### config.mk
export PLATFORM = sky130hd
export DESIGN_NAME = aritmetico_secuencial
export DESIGN_NICKNAME = d
export VERILOG_FILES = /design/src/rtl/aritmetico_pkg.sv /design/src/rtl/aritmetico_secuencial_sumador_digito.sv /design/src/rtl/aritmetico_secuencial.sv
export SDC_FILE = /design/constraint.sdc
export NUM_CORES = 1
export LEC_CHECK = 0
export BUFFER_PORTS_ARGS = -buffer_cell sky130_fd_sc_hd__buf_2
export CAP_MARGIN = 20
export CORE_MARGIN = 5
export CORE_UTILIZATION = 35
export DETAILED_ROUTE_END_ITERATION = 7
export GPL_TIMING_DRIVEN = 0
export PLACE_DENSITY_LB_ADDON = 0.12
export SLEW_MARGIN = 0
export SYNTH_ARGS = -nofsm -noshare
export SYNTH_HDL_FRONTEND = slang
export SYNTH_SLANG_ARGS = --single-unit
### constraint.sdc
create_clock -name clk -period 4.06 [get_ports clk]
set_clock_uncertainty 0.1 [all_clocks]
set_input_delay 1.015 -clock clk [delete_from_list [all_inputs] [get_ports clk]]
set_output_delay 1.015 -clock clk [all_outputs]
set_load 0.005 [all_outputs]
### src/rtl/aritmetico_pkg.sv
// aritmetico_pkg: FSM state encoding and operation mode constants for the digit-serial adder.
package aritmetico_pkg;
  typedef enum logic [1:0] {IDLE, CALC, DONE} state_e;
  localparam logic [1:0] MODE_ADD = 2'b00;
  localparam logic [1:0] MODE_SUB = 2'b01;
  localparam logic [1:0] MODE_NEG = 2'b10;
  localparam logic [1:0] MODE_INC = 2'b11;
endpackage

### src/rtl/aritmetico_secuencial_sumador_digito.sv
// sumador_digito: combinational DIGIT-bit ripple adder with carry in/out.
module sumador_digito #(
  parameter int DIGIT = 4
) (
  input  logic [DIGIT-1:0] a,
  input  logic [DIGIT-1:0] b,
  input  logic             cin,
  output logic [DIGIT-1:0] sum,
  output logic             cout
);
  logic [DIGIT:0] c;
  always_comb begin
    c[0] = cin;
    for (int i = 0; i < DIGIT; i++) begin
      sum[i]   = a[i] ^ b[i] ^ c[i];
      c[i+1]   = (a[i] & b[i]) | (c[i] & (a[i] ^ b[i]));
    end
    cout = c[DIGIT];
  end
endmodule

### src/rtl/aritmetico_secuencial.sv
// aritmetico_secuencial: digit-serial add/sub/neg/inc unit, DIGIT result bits per cycle,
// valid/ready handshake on both sides and registered result flags.
module aritmetico_secuencial
  import aritmetico_pkg::*;
#(
  parameter int WIDTH = 32,
  parameter int DIGIT = 4
) (
  input  logic             clk,
  input  logic             rst,
  input  logic             in_valid,
  output logic             in_ready,
  input  logic [WIDTH-1:0] A,
  input  logic [WIDTH-1:0] B,
  input  logic             f1,
  input  logic             f0,
  output logic             out_valid,
  input  logic             out_ready,
  output logic [WIDTH-1:0] S,
  output logic             C,
  output logic             Z,
  output logic             N,
  output logic             V
);
  localparam int NDIG = WIDTH / DIGIT;
  localparam int KW = NDIG > 1 ? $clog2(NDIG) : 1;
  if (WIDTH % DIGIT != 0) begin : g_bad_digit
    $error("WIDTH must be an integer multiple of DIGIT");
  end
  state_e           state_q, state_d;
  logic [WIDTH-1:0] x_q, x_d, y_q, y_d, s_q, s_d;
  logic [KW-1:0]    cnt_q, cnt_d;
  logic             carry_q, carry_d, c_q, c_d, z_q, z_d, n_q, n_d, v_q, v_d;
  logic [DIGIT-1:0] dsum;
  logic             dcout;
  sumador_digito #(.DIGIT(DIGIT)) u_sumador (
    .a   (x_q[cnt_q*DIGIT +: DIGIT]),
    .b   (y_q[cnt_q*DIGIT +: DIGIT]),
    .cin (carry_q),
    .sum (dsum),
    .cout(dcout)
  );
  always_comb begin
    state_d = state_q;
    x_d     = x_q;
    y_d     = y_q;
    s_d     = s_q;
    cnt_d   = cnt_q;
    carry_d = carry_q;
    c_d     = c_q;
    z_d     = z_q;
    n_d     = n_q;
    v_d     = v_q;
    case (state_q)
      IDLE: if (in_valid) begin
        x_d     = f1 ? '0 : A;
        y_d     = (f1 ^ f0) ? ~B : B;
        carry_d = f1 | f0;
        s_d     = '0;
        cnt_d   = '0;
        state_d = CALC;
      end
      CALC: begin
        s_d[cnt_q*DIGIT +: DIGIT] = dsum;
        carry_d = dcout;
        cnt_d   = cnt_q + 1'b1;
        // flags are captured once, when the last digit lands
        if (cnt_q == KW'(NDIG - 1)) begin
          state_d = DONE;
          c_d     = dcout;
          z_d     = s_d == '0;
          n_d     = s_d[WIDTH-1];
          v_d     = (x_q[WIDTH-1] == y_q[WIDTH-1]) && (s_d[WIDTH-1] != x_q[WIDTH-1]);
        end
      end
      DONE: state_d = out_ready ? IDLE : DONE;
      default: state_d = IDLE;
    endcase
  end
  always_ff @(posedge clk) begin
    if (rst) begin
      state_q <= IDLE;
      x_q     <= '0;
      y_q     <= '0;
      s_q     <= '0;
      cnt_q   <= '0;
      carry_q <= 1'b0;
      c_q     <= 1'b0;
      z_q     <= 1'b0;
      n_q     <= 1'b0;
      v_q     <= 1'b0;
    end else begin
      state_q <= state_d;
      x_q     <= x_d;
      y_q     <= y_d;
      s_q     <= s_d;
      cnt_q   <= cnt_d;
      carry_q <= carry_d;
      c_q     <= c_d;
      z_q     <= z_d;
      n_q     <= n_d;
      v_q     <= v_d;
    end
  end
  assign in_ready  = state_q == IDLE;
  assign out_valid = state_q == DONE;
  assign S = s_q;
  assign C = c_q;
  assign Z = z_q;
  assign N = n_q;
  assign V = v_q;
endmodule

== After elaboration in Yosys (flattened, before gate mapping) ==
Index checks and enable logic that the tools add are counted.
Widths: inputs -> output; s select.

* Bitwise gates (word level): 23
* Equality and inequality tests: 7
* $add $sub $neg: 2
* Shift-type cells: 4
* Mux-type cells: 13
* Reductions and logical operators: 8

{| class="wikitable"
|+ Operator list
! kind !! count
|-
| $mux 32 || 3
|-
| $pmux 32 s2 || 1
|-
| $shiftx 32x6->4 || 2
|-
| $neg 5->34 || 1
|-
| $shift 4x34->32 const A || 1
|-
| $shiftx 4x34->32 || 1
|-
| $bwmux 32 || 1
|-
| $logic_not 32->1 || 1
|-
| $not 32->32 || 1
|-
| $xor 1x1->1 || 9
|-
| $and 1x1->1 || 8
|-
| $reduce_and 2->1 || 4
|-
| $mux 2 || 3
|-
| $pmux 2 s3 || 1
|-
| $pmux 3 s2 || 1
|-
| $or 1x1->1 || 5
|-
| $ne 2x2->1 const B || 2
|-
| $add 3x1->3 const B || 1
|-
| $eq 3x3->1 const B || 1
|-
| $mux 3 || 1
|-
| $eq 2x1->1 const B || 1
|-
| $eq 2x2->1 const B || 1
|-
| $logic_not 2->1 || 1
|-
| $pmux 1 s2 || 1
|-
| other kinds (5) || 5
|}

* Input bits: 70
* Register bits after elaboration: 106
* Logic and storage cells: 67

== Logic depth before layout (Yosys ltp) ==
* Word-level depth: 13
* Mapped depth: 18
* Mapped depth without buffers: 15

== By module ==
A second synthesis with hierarchy kept.

* Cells, all modules: 613
* Area total of the unflattened synthesis: 5,211.2 um2

{| class="wikitable"
|+ Modules (own cells, without submodules)
! module !! cells an instance !! seq. area each (um2) !! instances !! area each (um2)
|-
| aritmetico_secuencial || 599 || 2,122.0 || 1 || 5,093.6
|-
| sumador_digito || 14 || 0.0 || 1 || 117.6
|}

== Worst setup path before layout ==
Ideal clock, no wire load.

* Path type: register -> register
* Start: register cnt_q[0]
* End: register z_q (netlist: Z)
* Stages on the path, launching flop included: 18
* Data required time: 3.873 ns
* Path slack: -0.252 ns
* Setup time: 0.087 ns
* Arrival: 4.125 ns
* Path buffers: 3
* Clock period less this slack: 4.312 ns
* Path through: dfxtp_1 > buf_6 > clkbuf_1 > mux4_2 > mux2i_1 > fa_1 > inv_1 > fa_1 > inv_1 > fa_1 > inv_1 > fa_1 > clkbuf_1 > nand2b_1 > or2_2 > a41oi_1 > nand4_1 > o31ai_1

* Longest elaborated chain between the ends: 12
* Elaborated cells between the ends (all ways): 26
* Those cells by class: add/sub: 1; eq/ne: 1; shift: 4; mux: 1; bitwise: 17; reduce/logical: 2

{| class="wikitable"
|+ RTL lines
! what !! RTL line !! source
|-
| from (decl) || aritmetico_secuencial.sv:32 || <nowiki>logic [KW-1:0] cnt_q, cnt_d;</nowiki>
|-
| from (signal assigned) || aritmetico_secuencial.sv:97 || <nowiki>cnt_q <= cnt_d;</nowiki>
|-
| $shiftx 32x6->4, on equally long branches || aritmetico_secuencial.sv:37, aritmetico_secuencial.sv:38 ||
|-
| $xor 1x1->1 || aritmetico_secuencial_sumador_digito.sv:15, aritmetico_secuencial_sumador_digito.sv:16 ||
|-
| $and 1x1->1 || aritmetico_secuencial_sumador_digito.sv:16 || <nowiki>c[i+1] = (a[i] & b[i]) | (c[i] & (a[i] ^ b[i]));</nowiki>
|-
| $or 1x1->1 || aritmetico_secuencial_sumador_digito.sv:16 ||
|-
| $and 1x1->1 || aritmetico_secuencial_sumador_digito.sv:16 ||
|-
| $or 1x1->1 || aritmetico_secuencial_sumador_digito.sv:16 ||
|-
| $and 1x1->1 || aritmetico_secuencial_sumador_digito.sv:16 ||
|-
| $or 1x1->1 || aritmetico_secuencial_sumador_digito.sv:16 ||
|-
| $xor 1x1->1 || aritmetico_secuencial_sumador_digito.sv:15 || <nowiki>sum[i] = a[i] ^ b[i] ^ c[i];</nowiki>
|-
| $shiftx 4x34->32 || aritmetico_secuencial.sv:64 || <nowiki>s_d[cnt_q*DIGIT +: DIGIT] = dsum;</nowiki>
|-
| $bwmux 32 || aritmetico_secuencial.sv:64 ||
|-
| $logic_not 32->1 || aritmetico_secuencial.sv:71 || <nowiki>z_d = s_d == '0;</nowiki>
|-
| to (signal assigned) || aritmetico_secuencial.sv:100 || <nowiki>z_q <= z_d;</nowiki>
|-
| to (decl) || aritmetico_secuencial.sv:33 || <nowiki>logic carry_q, carry_d, c_q, c_d, z_q, z_d, n_q, n_d, v_q, v_d;</nowiki>
|}

Parallel ways exist; a longest one is shown, timed or not.
A chain may end at the register's enable or synchronous reset.

== Worst setup path after layout ==
Ends and elaborated chain as after synthesis.

==> results.sh <==
export IMPL_status="complete, no violations"
export IMPL_r2r_start="cnt_q[0]"
export IMPL_hold_slack_ns=0.379
export IMPL_rows=45
export IMPL_vias=5000
export IMPL_power_share_sequential_pct=46.5
export IMPL_cellPowerDensity_nw_per_um2=364
export IMPL_vias_per_cell=5.27
export IMPL_cts_tree="yes"
export IMPL_synth_edf_count=0
export IMPL_ir_drop_mv=0.223
export IMPL_place_ws_ns=-0.947
export IMPL_die_area_sq_um=17700
export IMPL_holdCritStartpoint="C"
export IMPL_period_share_pct=98.8
export IMPL_cts_hold_buf=0
export IMPL_arrival_ns=4.17
export IMPL_final_util_pct=43.9
export IMPL_fmax_mhz=249
export IMPL_p_int_uw=1720
export IMPL_yosys_area_top_type="dfxtp_1"
export IMPL_drive_gt1_share_pct=24.5
export IMPL_min_to="C"
export IMPL_crit_required_ns=4.22
export IMPL_routed_wl_microns=16100
export IMPL_ant_nets=0
export IMPL_synth_seq_area_share_pct=40.1
export IMPL_h_tree_depth=3
export IMPL_cp_slowest_cell="mux4_2"
export IMPL_grt_pass1_wl_microns=25500
export IMPL_worst_r2r_path_depth=16
export IMPL_drc=0
export IMPL_clk_path_buf_depth=2
export IMPL_first_global_vias=4989
export IMPL_crit_top_cell="fa_2"
export IMPL_drtPass1Iterations=4
export IMPL_hp_class="flip-flop to flip-flop"
export IMPL_synth_fp_nets=702
export IMPL_yosys_cell_types_count=50
export IMPL_yosys_warnings=0
export IMPL_pwr_share_comb_pct=20.0
export IMPL_die_h_microns=133
export IMPL_crit_chain="clkbuf_16 -> mux4_2 -> mux2i_4 -> fa_2 -> inv_2 -> fa_2 -> inv_2 -> fa_2 -> inv_2 -> fa_2 -> nand2b_4 -> a21oi_2 -> a21oi_2 -> nor4_2 -> o2111ai_1 -> o31ai_1"
export IMPL_initial_utilization_pct=35.2
export IMPL_routabilityCongestion=0.856
export IMPL_min_period_ns=4.01
export IMPL_synth_area_sq_um=5290
export IMPL_antenna_found_initial=0
export IMPL_crit_type="flip-flop to flip-flop"
export IMPL_end_kind="flip-flop"
export IMPL_wl_met2_microns=7790
export IMPL_dpl_hpwl_microns=11900
export IMPL_dpl_instance_area_sq_um=6060
export IMPL_setup_violations=0
export IMPL_drt_iter0_drc=205
export IMPL_die_x_microns=133
export IMPL_grt_max_degree=16
export IMPL_clkPwrFrac_pct=33.5
export IMPL_total_leakage_power_uw=0.00275
export IMPL_worstPathMaxFanout=7
export IMPL_yosys_area_top_type_share_pct=40.1
export IMPL_cap_violations=0
export IMPL_syn_avg_cell_area_sq_um=8.53
export IMPL_clk_latency_ns=0.35
export IMPL_drv_slew=0
export IMPL_io_pins=108
export IMPL_syn2layout_area_growth_pct=24.7
export IMPL_worst_pin_slew_ns=0.775
export IMPL_dr_wl_met3_microns=800
export IMPL_nets=838
export IMPL_stdcell_area_sq_um=6600
export IMPL_switchingPower_uw=679
export IMPL_cts_sinks=106
export IMPL_timing_rr_end="Z"
export IMPL_setup_slack_ns=0.0489
export IMPL_critPathLaunch="cnt_q[0]"
export IMPL_cp_start_kind="flip-flop"
export IMPL_wl_per_cell_microns=17.0
export IMPL_clk_pin_slew_ns=0.07
export IMPL_ys_ff_latch=106
export IMPL_n_antenna_cell=0
export IMPL_synth_area_leaders="dfxtp_1 40%, nor2_1 8.4%, mux4_2 6.8%"
export IMPL_grt_total_usage_pct=18.2
export IMPL_cts_buffers=9
export IMPL_slew_headroom_pct=48.2
export IMPL_core_region_area_sq_um=15000
export IMPL_rrSetupSlack_ns=0.05
export IMPL_hold_violations=0
export IMPL_top_layer="met4"
export IMPL_slowest_delay_ns=0.54
export IMPL_hold_depth=2
export IMPL_p_sw_share_pct=28.3
export IMPL_port_buffers=106
export IMPL_clock_tree_root_cell="clkbuf_16"
export IMPL_rsz0062_at_grt="true"
export IMPL_synth_cells=620
export IMPL_async_reset_ff_share_pct=0
export IMPL_grt_overflow_total=0
export IMPL_ys_flop_type="dfxtp_1"
export IMPL_wl_met1_microns=7230
-- flip-flops by register name, indices dropped and copies added (netlist names) --
signal	flops
S	32
x_q	32
y_q	32
cnt_q	3
state_q	2
C	1
N	1
V	1
Z	1
carry_q	1
-- cells in the mapped netlist, types with 5 or more instances --
cell and n:
a211oi_1 33, a21oi_1 65, a22oi_1 6, a31oi_1 10, and3_1 35, buf_1 6, clkbuf_1 41, dfxtp_1 106
ha_1 8, inv_1 9, mux2i_1 7, mux4_2 16, nand2_1 38, nand2b_1 6, nand3_1 22, nor2_1 118
nor2b_1 5, nor4_1 5, o21ai_0 5, xnor2_1 32
-- metal layers --
metal	vias up	global-route usage, %
met2	139	30.2
li1	2453	-
met4	0	6.81
met3	23	4.18
met1	2385	23.0
met5	-	0
-- worst max path at each step --
stage	cells past startpoint	end	slack, ns
2_1_floorplan	17	Z	0.03
3_3_place_gp	18	Z	-0.87
3_5_place_dp	18	Z	-0.95
4_1_cts	17	Z	-0.01
5_1_grt	16	Z	-0.08
6_report	16	Z	0.05
-- cell usage in the layout (no fill, tap or decap), types with 2 or more instances in the layout --
cell | netlist | layout
nor2_1 | 118 | 118
buf_2 | 3 | 108
dfxtp_1 | 106 | 104
a21oi_1 | 65 | 63
clkbuf_1 | 41 | 40
nand2_1 | 38 | 38
and3_1 | 35 | 35
a211oi_1 | 33 | 33
xnor2_1 | 32 | 32
nand3_1 | 22 | 22
buf_4 | 1 | 20
mux4_2 | 16 | 16
clkbuf_16 | 0 | 10
a31oi_1 | 10 | 10
ha_1 | 8 | 8
inv_1 | 9 | 6
a22oi_1 | 6 | 6
buf_1 | 6 | 6
nor2b_1 | 5 | 5
mux2i_1 | 7 | 5
nand2b_1 | 6 | 5
o21ai_0 | 5 | 5
inv_2 | 1 | 4
nand3b_1 | 4 | 4
nand4_1 | 4 | 4
nor4_1 | 5 | 4
fa_2 | 0 | 4
or3_1 | 3 | 3
o211ai_1 | 3 | 3
buf_8 | 0 | 2
and2_1 | 2 | 2
nor3_1 | 2 | 2
a21oi_2 | 0 | 2
dfxtp_4 | 0 | 2
-- logic make-up after synthesis --
family / count (synthesis) / share of synthesized area [%]
xor+xnor: 32 / 5.30
mux: 23 / 8.13
fa+ha+maj: 12 / 3.41
compound gates: 134 / 16.0
simple gates: 251 / 22.4
buf+inv: 62 / 4.68
flops: 106 / 40.1
-- area by class of cell --
class | count | area (sq um)
multi-input combinational | 452 | 2990
tap | 188 | 235
timing repair buffer | 128 | 697
sequential | 106 | 2130
inverter | 10 | 37.5
fill | 1570 | 8440
clock buffer | 13 | 250
buffer | 49 | 249
clock inverter | 2 | 13.8
-- through the flow --
stage	instances	power, uW	setup TNS (ns)
floorplan	620	1420	0
global placement	914	1570	-2.50
detailed placement	914	1580	-3.27
CTS	930	2410	-0.0133
global route	948	2520	-0.0987
finish	948	2400	0
-- critical path, delay by kind of cell (launching register included) --
family                     cells  cell delay, ns
buffers and inverters          4            0.32
muxes                          2            0.74
AOI/OAI and AO/OA              4            0.64
DFF                            1            0.41
adders and majority gates      4            1.20
and+or+nand+nor                2            0.50
-- what timing repair did --
item,CTS,global route
setup endpoints to repair,11,2
pin swaps,5,9
setup buffers,3,19
gates cloned,0,0
gates resized for setup,21,12
-- power by group through the flow --
stage | logic [uW] | registers, uW | clock network (uW)
3_5_place_dp | 434 | 1140 | 0
6_report | 481 | 1120 | 805
2_1_floorplan | 294 | 1130 | 0
4_1_cts | 461 | 1120 | 830
5_1_grt | 529 | 1120 | 872
3_3_place_gp | 428 | 1140 | 0
(Power assumes the default switching activity.)
